**config.mk**
```make
export PLATFORM = sky130hd
export DESIGN_NAME = asm_trace_streamer
export DESIGN_NICKNAME = d
export VERILOG_FILES = /design/src/rtl/asm_trace_streamer.sv
export SDC_FILE = /design/constraint.sdc
export NUM_CORES = 1
export LEC_CHECK = 0
export ABC_AREA = 1
export CORE_UTILIZATION = 45
export CTS_BUF_LIST = sky130_fd_sc_hd__clkbuf_2
export CTS_CLUSTER_SIZE = 10
export DETAILED_ROUTE_END_ITERATION = 10
export PLACE_DENSITY = 0.78
export RECOVER_POWER = 50
export SYNTH_ARGS = -nofsm -noshare
export SYNTH_HDL_FRONTEND = slang
export SYNTH_SLANG_ARGS = --single-unit
```
**constraint.sdc**
```tcl
create_clock -name clk -period 1.77 [get_ports clk]
set_input_delay 0.354 -clock clk [delete_from_list [all_inputs] [get_ports clk]]
set_output_delay 0.354 -clock clk [all_outputs]
set_load 0.01 [all_outputs]
```
**src/rtl/asm_trace_streamer.sv**
```systemverilog
// asm_trace_streamer
// Captures the CPU's right-justified ASCII disassembly string on each retire
// strobe and streams it out byte by byte over valid/ready. Leading NUL bytes
// are skipped and a terminator is appended. Strobes that arrive while a line
// is in flight are dropped and counted in a saturating counter.
//
// Optional feature: define ASM_TRACE_CR_EN to emit 8'h0D before EOL_CHAR.
module asm_trace_streamer #(
  parameter int         NBYTES   = 32,
  parameter logic [7:0] EOL_CHAR = 8'h0A,
  parameter int         DROP_W   = 16
) (
  input  logic                clk,
  input  logic                reset,
  input  logic [8*NBYTES-1:0] asm,
  input  logic                asm_valid,
  output logic [7:0]          out_data,
  output logic                out_valid,
  input  logic                out_ready,
  output logic                busy,
  output logic [DROP_W-1:0]   drop_cnt
);

  localparam int CNT_W = $clog2(NBYTES + 1);

  typedef enum logic [2:0] {
    S_IDLE,
    S_SKIP,
    S_SEND,
`ifdef ASM_TRACE_CR_EN
    S_CR,
`endif
    S_EOL
  } state_t;

  state_t               state_q, state_d;
  logic [8*NBYTES-1:0]  sr_q, sr_d;
  logic [CNT_W-1:0]     cnt_q, cnt_d;
  logic [DROP_W-1:0]    drop_cnt_q;
  logic [7:0]           top_byte;

  // The character currently at the head of the captured string.
  assign top_byte = sr_q[8*NBYTES-1 -: 8];

  // State, shift register and byte counter; reset aborts any line in flight.
  always_ff @(posedge clk) begin
    if (!reset) begin
      state_q <= S_IDLE;
      sr_q    <= '0;
      cnt_q   <= '0;
    end else begin
      state_q <= state_d;
      sr_q    <= sr_d;
      cnt_q   <= cnt_d;
    end
  end

  // Next-state and datapath update: capture, skip leading NULs, shift on accept.
  always_comb begin
    state_d = state_q;
    sr_d    = sr_q;
    cnt_d   = cnt_q;
    case (state_q)
      S_IDLE: begin
        if (asm_valid) begin
          sr_d    = asm;
          cnt_d   = CNT_W'(NBYTES);
          state_d = S_SKIP;
        end
      end
      S_SKIP: begin
        if (top_byte != 8'h00) begin
          // First real character found; it is sent without shifting.
          state_d = S_SEND;
        end else if (cnt_q == CNT_W'(1)) begin
          // Whole string was NUL: nothing to emit.
          state_d = S_IDLE;
        end else begin
          sr_d  = {sr_q[8*NBYTES-9:0], 8'h00};
          cnt_d = cnt_q - CNT_W'(1);
        end
      end
      S_SEND: begin
        if (out_ready) begin
          sr_d  = {sr_q[8*NBYTES-9:0], 8'h00};
          cnt_d = cnt_q - CNT_W'(1);
          if (cnt_q == CNT_W'(1)) begin
`ifdef ASM_TRACE_CR_EN
            state_d = S_CR;
`else
            state_d = S_EOL;
`endif
          end
        end
      end
`ifdef ASM_TRACE_CR_EN
      S_CR: begin
        if (out_ready) state_d = S_EOL;
      end
`endif
      S_EOL: begin
        if (out_ready) state_d = S_IDLE;
      end
      default: state_d = S_IDLE;
    endcase
  end

  // Stream outputs decoded from state; data is forced to zero when not valid.
  always_comb begin
    out_valid = 1'b0;
    out_data  = 8'h00;
    case (state_q)
      S_SEND: begin
        out_valid = 1'b1;
        out_data  = top_byte;
      end
`ifdef ASM_TRACE_CR_EN
      S_CR: begin
        out_valid = 1'b1;
        out_data  = 8'h0D;
      end
`endif
      S_EOL: begin
        out_valid = 1'b1;
        out_data  = EOL_CHAR;
      end
      default: begin
        out_valid = 1'b0;
        out_data  = 8'h00;
      end
    endcase
  end

  // Saturating count of strobes that arrive while a line is still in flight.
  always_ff @(posedge clk) begin
    if (!reset) begin
      drop_cnt_q <= '0;
    end else if (asm_valid && (state_q != S_IDLE) && (drop_cnt_q != '1)) begin
      drop_cnt_q <= drop_cnt_q + DROP_W'(1);
    end
  end

  assign busy     = (state_q != S_IDLE);
  assign drop_cnt = drop_cnt_q;

endmodule

```
==> impl_metrics.ini <==
[place]
hpwl_mm = 29.1
place_ws_ns = -0.315
gp_congestion = 0.883
portBuffers = 285
placed_cell_area_sq_um = 19000

[yosys]
syn_area_sq_um = 15300
mappedNetlistNets = 2505
synth_register_bits = 280
cells_after_synthesis = 2237
synth_ff_type = dfxtp_1
yosys_warnings = 0
synth_area_per_cell_sq_um = 6.84
yosysSeqAreaShare_pct = 36.6
synth_cell_types = 32
number_of_enable_type_register_cells_in_the_synthesized_netlist = 0
async_flop_share_pct = 0

[critical_path]
path_max_fanout = 3
critical_path_cell_count = 6
crit_path_top_delay_cell = dfxtp_2
delay_of_the_slowest_cell_on_the_worst_path_ns = 0.38
path_cells = inv_4 > buf_6 > ha_4 > inv_4 > buf_6 > buf_6
critPathCaptureType = output pin
r2r_cells = 13
worstPathArrival_ns = 1.83
critical_path.top_delay_family = buffers and inverters
cp-start-kind = flip-flop
timing.critical_path.buf_inv = 5
worst-setup-path-type = flip-flop to output pin
most_frequent_cell_on_critical_path = buf_6
cp_data_required_time_ns = 1.42

[floorplan]
design.die.area_sq_um = 34700
initial_core_util_pct = 45.7
fp-row-count = 67
die_x_um = 186
io-pin-count = 286
core-area_sq_um = 33400
height_of_the_die_um = 186

[timing]
final.period_utilization_pct = 123
final-setup-viol-count = 272
final-hold-violation-count = 0
max_slew.worst_pin.slew_ns = 0.502
clock_skew_ns = 0.112
setup_total_negative_slack_ns = -66.48
slew_violations = 0
finalCriticalPeriod_ns = 2.18
timing.max_slew.rel_slack_pct = 66.5
max_freq_mhz = 458
grt_setup_unrepaired = true
setup_ws_ns = -0.412
final.hold.worst_slack_ns = 0.131

[global_route]
pin_count_of_the_biggest_net_entering_global_routing = 107
grt_antenna_before_repair = 5
met2_usage_pct = 47.5
globalRouteTotalUtil_pct = 29.0
most_used_routing_layer_in_global_routing = met2
use_met3_pct = 5.81
global_route.overflow_total = 0
first_global_vias = 16400
global_route_wire_length_before_repair_mm = 83.0
globalRouteMet1Util_pct = 36.5

[cells_and_area]
layout_cells_sized_above_1_pct = 24.0
area_growth_syn_to_layout_pct = 52.1
final_area_sq_um = 23300
finalNetCount = 2895
fin_util_pct = 69.5

[hold_path]
number_of_instances_on_the_worst_hold_path = 5
worstHoldPathType = input pin to flip-flop

[route]
drt-wirelength-per-cell_um = 18.1
vias_per_cell = 5.64
detailedRoute.firstIterationViolations = 1874
detail_route.wirelength_mm = 56.9
drt_drc_violations_left = 0
ant_nets = 0
first_pass_iters = 8
via_count = 17700

[cts]
cts.root.buffer_cell = clkbuf_2
clk_pin_slew_worst_paths_ns = 0.10
clk_sink_count = 280
clk-insertion-delay-late_ns = 0.90
ctsHtreeMaxLevel = 3
cts.path.max_buffers = 3
tritoncts = done
tritoncts.num_buffers = 77

[flow_run]
max-cap-violations = 0

[power]
p_leak_nw = 9.99
ir_worst_vdd_mv = 1.25
power_per_cell_area_nw_per_um2 = 2480

[outcome]
run_status = complete, but fails checks
failed_checks = setup timing
synth_stat cells, types with 9 or more instances:
cell / number / area share [%]
o21ai_0: 9 / 0.29
a21oi_1: 274 / 9.0
dfxtp_1: 280 / 37
nand4_1: 251 / 10
buf_2: 123 / 4.0
inv_1: 286 / 7.0
clkbuf_1: 49 / 1.2
nor2_1: 46 / 1.1
buf_1: 20 / 0.49
nand2_1: 580 / 14
nand3_1: 25 / 0.82
o21a_1: 240 / 12
cell usage in the layout (no fill, tap or decap), types with 35 or more instances in the layout:
master and n:
inv_1 276, o21a_1 240, nand2_1 559, a21oi_1 82, nor2_1 43, clkbuf_2 121, buf_16 35, a21oi_2 179
buf_12 56, nand4_1 251, clkdlybuf4s50_1 258, buf_6 44, dfxtp_1 262, buf_4 73
logic make-up (layout without fill, tap and decap cells):
family | count (synthesis) | in the layout | synth area share [%]
flops | 280 | 280 | 36.6
xor+xnor | 9 | 9 | 0.515
simple gates | 914 | 914 | 27.1
compound gates | 536 | 536 | 21.7
buf+inv | 490 | 936 | 13.4
fa+ha+maj | 8 | 8 | 0.654
other cells | 0 | 5 | 0
registers in the layout, summed over array words and instances, names as in the netlist:
signal    cells
drop_cnt     16
state_q       2
cnt_q         6
sr_q        256
layout make-up:
type                    count  area, sq um
inverters                 289         1100
clock buffers             121          606
fillers                  2436        10200
clock inverters            14         91.3
flip-flops and latches    280         5660
multi-input cells        1467         8650
repair buffers            512         6580
diodes                      5         12.5
well taps                 448          561
final timing paths:
path	from	endpoint	slack [ns]
max	state_q[0]$_SDFFE_PN0P_	busy	-0.41
min	asm[3]	sr_q[3]$_SDFFE_PN0P_	0.13
max reg2reg	state_q[1]$_SDFFE_PN0P_	sr_q[14]$_SDFFE_PN0P_	-0.35
min reg2reg	sr_q[222]$_SDFFE_PN0P_	sr_q[222]$_SDFFE_PN0P_	0.45
power breakdown:
group	switching (mW)	leakage, nW	internal, mW
sequential	1.01	2.33	9.43
combinational	22.0	7.12	20.3
clock	2.95	0.540	1.94
total	26.0	9.99	31.7
stage by stage:
| step | power, mW | cells |
|---|---|---|
| detailed placement | 37.1 | 2867 |
| global placement | 36.4 | 2867 |
| CTS | 51.5 | 3086 |
| global route | 61.1 | 3135 |
| finish | 57.7 | 3136 |
| floorplan | 29.7 | 2237 |
worst reg2reg max path, cell delays in order, from the launching register on:
cell       delay, ns
dfxtp_4         0.38
buf_4           0.15
ha_4            0.14
o21bai_4        0.18
nor2_4          0.14
buf_6           0.12
buf_6           0.09
buf_8           0.14
buf_12          0.17
buf_8           0.14
clkbuf_16       0.15
nand4_1         0.11
nand2_1         0.10
a21oi_1         0.05
layer usage:
| layer | vias up | part of all wire, % |
|---|---|---|
| li1 | 8238 | - |
| met1 | 8237 | 39 |
| met2 | 1004 | 47 |
| met3 | 211 | 9.2 |
| met4 | 0 | 4.6 |
| met5 | - | 0 |
repair_timing:
item | 4_1_cts | 5_1_grt
resized for setup | 349 | 224
setup endpoints to repair | 274 | 297
hold endpoints to repair | 22 | 0
cloned | 41 | 25
buffers inserted | 42 | 35
hold buffers | 1 | 0
pin swaps | 28 | 124
Note: power is estimated with default switching activity, not from simulation.
